[src/rtl/irq_gen.sv]
// irq_gen: interrupt request generator; synchronised, edge/level-latched pending bits with a bus-slave register port
module irq_gen #(
   parameter int CH = 8,
   parameter int DATA_W = 32
) (
   input  logic              clk,
   input  logic              reset_,
   input  logic              cs_,
   input  logic              as_,
   input  logic              rw,
   input  logic [1:0]        addr,
   input  logic [DATA_W-1:0] wr_data,
   output logic [DATA_W-1:0] rd_data,
   output logic              rdy_,
   input  logic [CH-1:0]     src,
   output logic [CH-1:0]     irq
);
   logic [CH-1:0] s1, s2, prev, pend, edge_m, en, wd, clr, swset, pend_nx;
   logic [DATA_W-1:0] rd_mux;
   logic req, wr, unused_wr_data;
   always_comb begin
      req = ~cs_ & ~as_;
      wr = req & ~rw;
      wd = wr_data[CH-1:0];
      unused_wr_data = ^wr_data;
      clr = (wr && addr == 2'd0) ? wd : '0;
      swset = (wr && addr == 2'd3) ? wd : '0;
      // a fresh event or software set always beats a same-cycle acknowledge
      pend_nx = (pend & ~clr) | swset | (edge_m & s2 & ~prev) | (~edge_m & s2);
      rd_mux = addr == 2'd0 ? DATA_W'(pend) :
               addr == 2'd1 ? DATA_W'(edge_m) :
               addr == 2'd2 ? DATA_W'(en) : DATA_W'(s2);
   end
   always_ff @(posedge clk or negedge reset_) begin
      if (!reset_) begin
         s1 <= '0;
         s2 <= '0;
         prev <= '0;
         pend <= '0;
         edge_m <= '0;
         en <= '0;
         irq <= '0;
         rd_data <= '0;
         rdy_ <= 1'b1;
      end else begin
         s1 <= src;
         s2 <= s1;
         prev <= s2;
         pend <= pend_nx;
         if (wr && addr == 2'd1) edge_m <= wd;
         if (wr && addr == 2'd2) en <= wd;
         irq <= pend & en;
         rdy_ <= ~req;
         rd_data <= (req && rw) ? rd_mux : '0;
      end
   end
endmodule

[config.mk]
export PLATFORM = sky130hd
export DESIGN_NAME = irq_gen
export DESIGN_NICKNAME = d
export VERILOG_FILES = /design/src/rtl/irq_gen.sv
export SDC_FILE = /design/constraint.sdc
export NUM_CORES = 1
export LEC_CHECK = 0
export CORE_MARGIN = 4
export CORE_UTILIZATION = 40
export DETAILED_ROUTE_END_ITERATION = 12
export GPL_TIMING_DRIVEN = 0
export PLACE_DENSITY = 0.75
export SLEW_MARGIN = 25
export SYNTH_ARGS = -nofsm -noshare
export SYNTH_HDL_FRONTEND = slang
export SYNTH_SLANG_ARGS = --single-unit
[constraint.sdc]
create_clock -name clk -period 1.15 [get_ports clk]
set_input_delay 0.115 -clock clk [delete_from_list [all_inputs] [get_ports clk]]
set_output_delay 0.115 -clock clk [all_outputs]
set_load 0.01 [all_outputs]
==> qor.txt, run 1 <==
Status: finished with violations
Failing checks: setup timing
Remaining DRCs: 0
Fmax: 0.863 GHz
Pwr per Cell Area: 1550 mW/mm^2
Leading post-synthesis cells by cell area: dfrtp_1 62%, buf_4 7.3%, mux2_2 7.0%
IO Port Bufs: 37
DP HPWL: 3.20 mm
Final Critical Period: 1160 ps
Setup WS post-layout: -8.46 ps
Slowest stage cell, crit path: mux4_2
Number of antenna-violating nets in the routed design: 0
GR Overflow Total: 0
Share of the synthesized area in the top cell type: 0.625
Rows: 28
Multi-input combinational cell area: 856 sq um
Final Hold Vio Count: 0
CP cell instances: mux4_2, and3_4
Hold Path End: rd_data[6]
Clk pin slew, worst setup/hold paths: 70 ps
R2r setup slk: -8 ps
P_leak: 1.60 nW
Synth top cells by count: 64 x dfrtp_1, 25 x buf_4, 16 x mux2_2, 9 x and3_1
Filler Cells Inserted: 502
Dominant cell by count in the synthesized netlist: dfrtp_1
Seq. cell area: 0.00163 sq mm
Worst Hold Depth: 2
#FFs+latches synth: 65
Final period util: 1.01
Metal2 WL: 2.31 mm
Vias: 1505
Post-synth top area cell: dfrtp_1
Drt pass-1 iters: 4
Synth Warn #: 0
Crit path capture type: flop
Gpl congestion: 0.719
Met3 Wirelength: 375 um
Max transition margin: 0.567
Antenna cells: 0
DR top layer: met4
Unique masters post-synth: 20
Mapped Cells: 167
Die Ht: 88.1 um
Total Power: 5.40 mW
Register area share after synthesis: 0.635
Metal-1 WL: 1.93 mm
RSZ-0062 raised after global routing: yes
Synth-to-Final Area Change: 35.6%
Main synth FF type: dfrtp_1
Largest net degree at the start of global routing: 49
Fin util: 0.573
CP Class: reg2reg
Vias/cell: 4.63
Synth async-reset ratio: 1.00
EDFF count, synth: 0
Critical Path Fanout Max: 3
Skew final: 4.90 ps
Sink Count: 65
Crit path largest cell delay: 470 ps
Maxcap violations: 0
Area of the core: 0.00606 sq mm
Vias in the first global route: 1554
Layout cells sized above 1: 0.352
Total Wirelength: 4.69 mm
TNS Setup: -13.3 ps
Final setup violating endpoints: 2
First DRT Iteration DRCs: 55
Slew @ Worst Pin: 647 ps
Critical R2R Capture: rd_data[7]
Startpoint Class: flop
DIE AREA: 0.00775 sq mm
Initial core utilization: 0.423
Mean Syn Cell Area: 15.4 sq um
Routed length per placed instance: 14.4 um
FF-to-FF path depth: 2
VDD IR max: 0.000658 V
Min-Delay Path Class: in2reg
CP arrival: 1380 ps
Die W: 88.1 um
Clk root buf: clkbuf_8
GR Util All Layers: 0.136
Num CTS Buffers: 9
Final Max Slew Viols: 0
H-tree depth: 3
Ports: 88
First-pass GRT wire length: 7.71 mm
R2R Path Start: en[7]
Clock Latency Late Sink: 330 ps
Mapped cell area: 0.00256 sq mm
Final nets: 292
CTS tree: done
Initial antenna violation count: 0
Max Buffers Root-to-Sink: 2
Worst Path Required: 1370 ps
Min-delay src: rw
==> stage by stage <==
stage / hold slack (ps) / instances / cell area [sq um] / setup WS [ps]
floorplan: -181 / 190 / 2670 / -11.8
global placement: 334 / 302 / 3130 / -2120
detailed placement: 9.96 / 303 / 3150 / -789
CTS: 154 / 322 / 3440 / -25.2
global route: 156 / 325 / 3480 / -52.7
finish: 172 / 325 / 3480 / -8.46
==> flip-flops by register name, summed over array words and instances (netlist names) <==
name     cells
edge_m       8
en           8
irq          8
pend         8
prev         8
rd_data      8
s1           8
s2           8
rdy_         1
==> layout make-up <==
type,instances,share of cell area
well taps,75,0.0270
plain buffers,29,0.0659
clock inverters,2,0.0101
multi-input cells,94,0.246
inverters,1,0.00108
repair buffers,45,0.132
flip-flops and latches,65,0.468
clock buffers,14,0.0497
==> report_power, final <==
group	total [mW]	internal, mW	switching [mW]
Clock	1.96	1.18	0.779
Sequential	2.67	2.54	0.122
Combinational	0.781	0.472	0.310
Total	5.40	4.19	1.21
==> how the worst max path moves through the flow <==
stage	to	cells past startpoint	slack, ps	startpoint
floorplan	en[0]	5	-10	rw
finish	rd_data[7]	2	-8	en[7]
global route	rd_data[4]	2	-50	s2[4]
detailed placement	edge_m[7]	4	-790	as_
global placement	pend[3]	1	-2120	reset_
CTS	rd_data[4]	2	-30	s2[4]
==> placed cells by master, fill, tap and decap left out <==
cell	instances
dfrtp_1	64
buf_4	30
conb_1	24
mux2_2	16
dlygate4sd2_1	16
clkdlybuf4s50_1	16
clkbuf_8	12
mux4_2	8
and2_1	8
nand3b_1	8
a21boi_0	8
a221o_1	8
and3_4	7
buf_6	3
and3_1	2
clkbuf_1	2
clkdlybuf4s15_1	2
nor2_1	1
inv_1	1
clkbuf_4	1
nor3_2	1
nor4_4	1
nand2_8	1
and3b_1	1
bufinv_16	1
clkinv_2	1
bufbuf_16	1
dlygate4sd3_1	1
clkbuf_2	1
buf_16	1
buf_2	1
dfstp_2	1
buf_12	1
==> layer usage <==
layer	up-vias	GRT usage
met5	-	0
met4	0	0.0412
met3	10	0.0583
met2	48	0.214
met1	733	0.172
li1	714	-
==> cells by family after synthesis <==
group                  after synthesis  share of synthesized area
flip-flops                          65                      0.635
buffers and inverters               31                     0.0839
AND/OR/NAND/NOR                     30                     0.0844
multiplexers                        24                      0.141
AO/OA/AOI/OAI                       16                     0.0547
other                                1                    0.00146
==> worst max-delay path, delay by kind of cell (launching register included) <==
kind | cells | cell delay [ps]
mux | 1 | 470
flops | 1 | 390
simple gates | 1 | 190
==> timing repair <==
action / CTS / global route
endpoints found under the hold margin: 64 / 0
pin swaps: 2 / 2
hold buffers: 1 / 0
setup endpoints to repair: 49 / 11
cloned: 1 / 0
gates resized for setup: 31 / 7
setup buffers: 2 / 3
Note: power is estimated with default switching activity, not from simulation.
==> run 2: changes to the inputs <==
clock period = 1 ns   (was 1.15 ns; I/O delays follow)
==> run 2 against run 1 <==
  * Sequential power is 15% higher
  * Sequential share of layout area is 0.19 points higher
  * Die area stayed put
  * The run still ends with setup timing left
  * Fmax is 1.5% higher
  * First-iteration DRC count is 25% higher
  * Non-clock buffer count is 9 higher
  * Power is 13% higher
  * Combinational power is 19% higher
  * Largest power group unchanged
  * Final cell count is 2.8% higher
  * Critical path depth stayed put
  * Hold slack worse by 130 ps
==> qor.txt, run 2 (synthesis results as in run 1) <==
Setup WS post-layout: -142 ps
Failing checks: setup timing
Die W: 88.1 um
Synth-to-Final Area Change: 35.0%
Final period util: 1.14
Max transition margin: 0.639
Antenna cells: 0
Crit path largest cell delay: 480 ps
DP HPWL: 3.24 mm
Final setup violating endpoints: 10
First DRT Iteration DRCs: 69
IO Port Bufs: 37
CP Class: reg2reg
FF-to-FF path depth: 2
Ports: 88
End of the critical path: rd_data[5]
GR Util All Layers: 0.144
Status: finished with violations
Flop pwr share: 0.501
DIE AREA: 0.00775 sq mm
Final Hold Vio Count: 0
Critical R2R Capture: rd_data[5]
CTS tree: done
R2R Path Start: s2[5]
Skew final: 12.2 ps
Clk pin slew, worst setup/hold paths: 70 ps
First-pass GRT wire length: 8.12 mm
Maxcap violations: 0
P_leak: 1.61 nW
Vias/cell: 4.69
Num CTS Buffers: 9
Vias: 1567
Clk root buf: clkbuf_8
Clock power frac: 0.347
Vias in the first global route: 1651
Setup crit start: s2[5]
Final Max Slew Viols: 0
Min-Delay Path Class: in2reg
Pwr per Cell Area: 1770 mW/mm^2
Worst Path Required: 1240 ps
Sw Share: 0.245
Leading cell type in the layout, fill and taps excluded: dfrtp_1
Final nets: 301
Non-filler cells, final: 334
H-tree depth: 3
Number of antenna-violating nets in the routed design: 0
Routed length per placed instance: 15.0 um
Final Critical Period: 1140 ps
Internal power: 4.62 mW
Largest net degree at the start of global routing: 46
Initial core utilization: 0.423
VDD IR max: 0.000895 V
Total Wirelength: 5.02 mm
Total Power: 6.12 mW
Remaining DRCs: 0
CP arrival: 1380 ps
Gpl congestion: 0.718
Filler Cells Inserted: 487
Max Buffers Root-to-Sink: 2
Drt pass-1 iters: 4
Startpoint Class: flop
Clock Latency Late Sink: 350 ps
Critical Path Fanout Max: 3
Fmax: 0.876 GHz
Switch Pwr: 1.50 mW
Fin util: 0.571
Layout cells sized above 1: 0.432
R2r setup slk: -140 ps
Logic pwr share: 0.152
Die Ht: 88.1 um
Crit path capture type: flop
Placed Cells incl. Taps: 303
CP cell instances: mux4_2, and3_1
GR Overflow Total: 0
Most frequent cells in the layout: 64 x dfrtp_1, 35 x buf_4, 24 x conb_1, 18 x buf_2
Rows: 28
Slowest stage cell, crit path: mux4_2
Sink Count: 65
Slew @ Worst Pin: 539 ps
Initial antenna violation count: 0
Area of the core: 0.00606 sq mm
RSZ-0062 raised after global routing: yes
[run 2: cell types whose count changed in the layout (fill, tap and decap cells not counted), moves of 2 or more]
| cell | delta |
|---|---|
| clkdlybuf4s15_1 | -2 |
| dlygate4sd2_1 | -16 |
| a21boi_0 | -3 |
| buf_2 | +17 |
| and3_1 | +3 |
| buf_4 | +5 |
| and3_4 | -3 |
| buf_6 | +7 |
| clkbuf_8 | -3 |
| a21boi_1 | +3 |
[run 2: worst min path at each step]
stage	start	endpoint	depth (start not counted)
after floorplan	reset_	edge_m[0]	0
after global placement	s1[7]	s2[7]	0
after detailed placement	reset_	s1[5]	1
after CTS	rw	rd_data[4]	2
after global routing	rw	rd_data[5]	2
final	rw	rd_data[4]	2
[run 2: critical path: cells and delay by family (launching register included)]
family	cells	cell delay, ps
DFF	1	400
and+or+nand+nor	1	160
muxes	1	480
[run 2: repair_timing]
item	4_1_cts	5_1_grt
pin swaps	10	3
hold endpoints to repair	64	0
gates resized for setup	86	14
hold buffers	1	0
endpoints found under the setup margin	49	30
buffers inserted	13	2
gates cloned	1	0
[run 2: area by class of cell]
class / count / area (sq um) / share of cell area
Buffer: 29 / 245 / 0.0708
Clock buffer: 11 / 131 / 0.0379
Clock inverter: 5 / 56.3 / 0.0163
Inverter: 1 / 3.75 / 0.00108
Multi-Input combinational cell: 94 / 841 / 0.243
Sequential cell: 65 / 1630 / 0.470
Tap cell: 75 / 93.8 / 0.0271
Timing Repair Buffer: 54 / 463 / 0.134
[run 2: power by group through the flow]
stage	registers (mW)	logic [mW]	clock network, mW
6_report	3.07	0.930	2.13
3_5_place_dp	3.12	0.937	0
2_1_floorplan	3.13	0.474	0
5_1_grt	3.10	1.02	2.31
3_3_place_gp	3.11	0.908	0
4_1_cts	3.07	0.933	2.18
[run 2: routing by layer]
| metal | up-vias | GRT usage | share of wire |
|---|---|---|---|
| met2 | 53 | 0.227 | 0.49 |
| met4 | 0 | 0.0495 | 0.015 |
| met3 | 10 | 0.0706 | 0.077 |
| met1 | 782 | 0.172 | 0.42 |
| met5 | - | 0 | 0 |
| li1 | 722 | - | - |
[run 2: through the flow]
step / setup slack (ps) / hold WS, ps / instance area, sq um / setup TNS [ps]
finish: -142 / 39.3 / 3460 / -1070
global route: -176 / 22.7 / 3460 / -1460
CTS: -141 / 68.7 / 3450 / -1050
detailed placement: -970 / 5.75 / 3170 / -25670
global placement: -2220 / 333 / 3140 / -168710
floorplan: -141 / -196 / 2680 / -3870
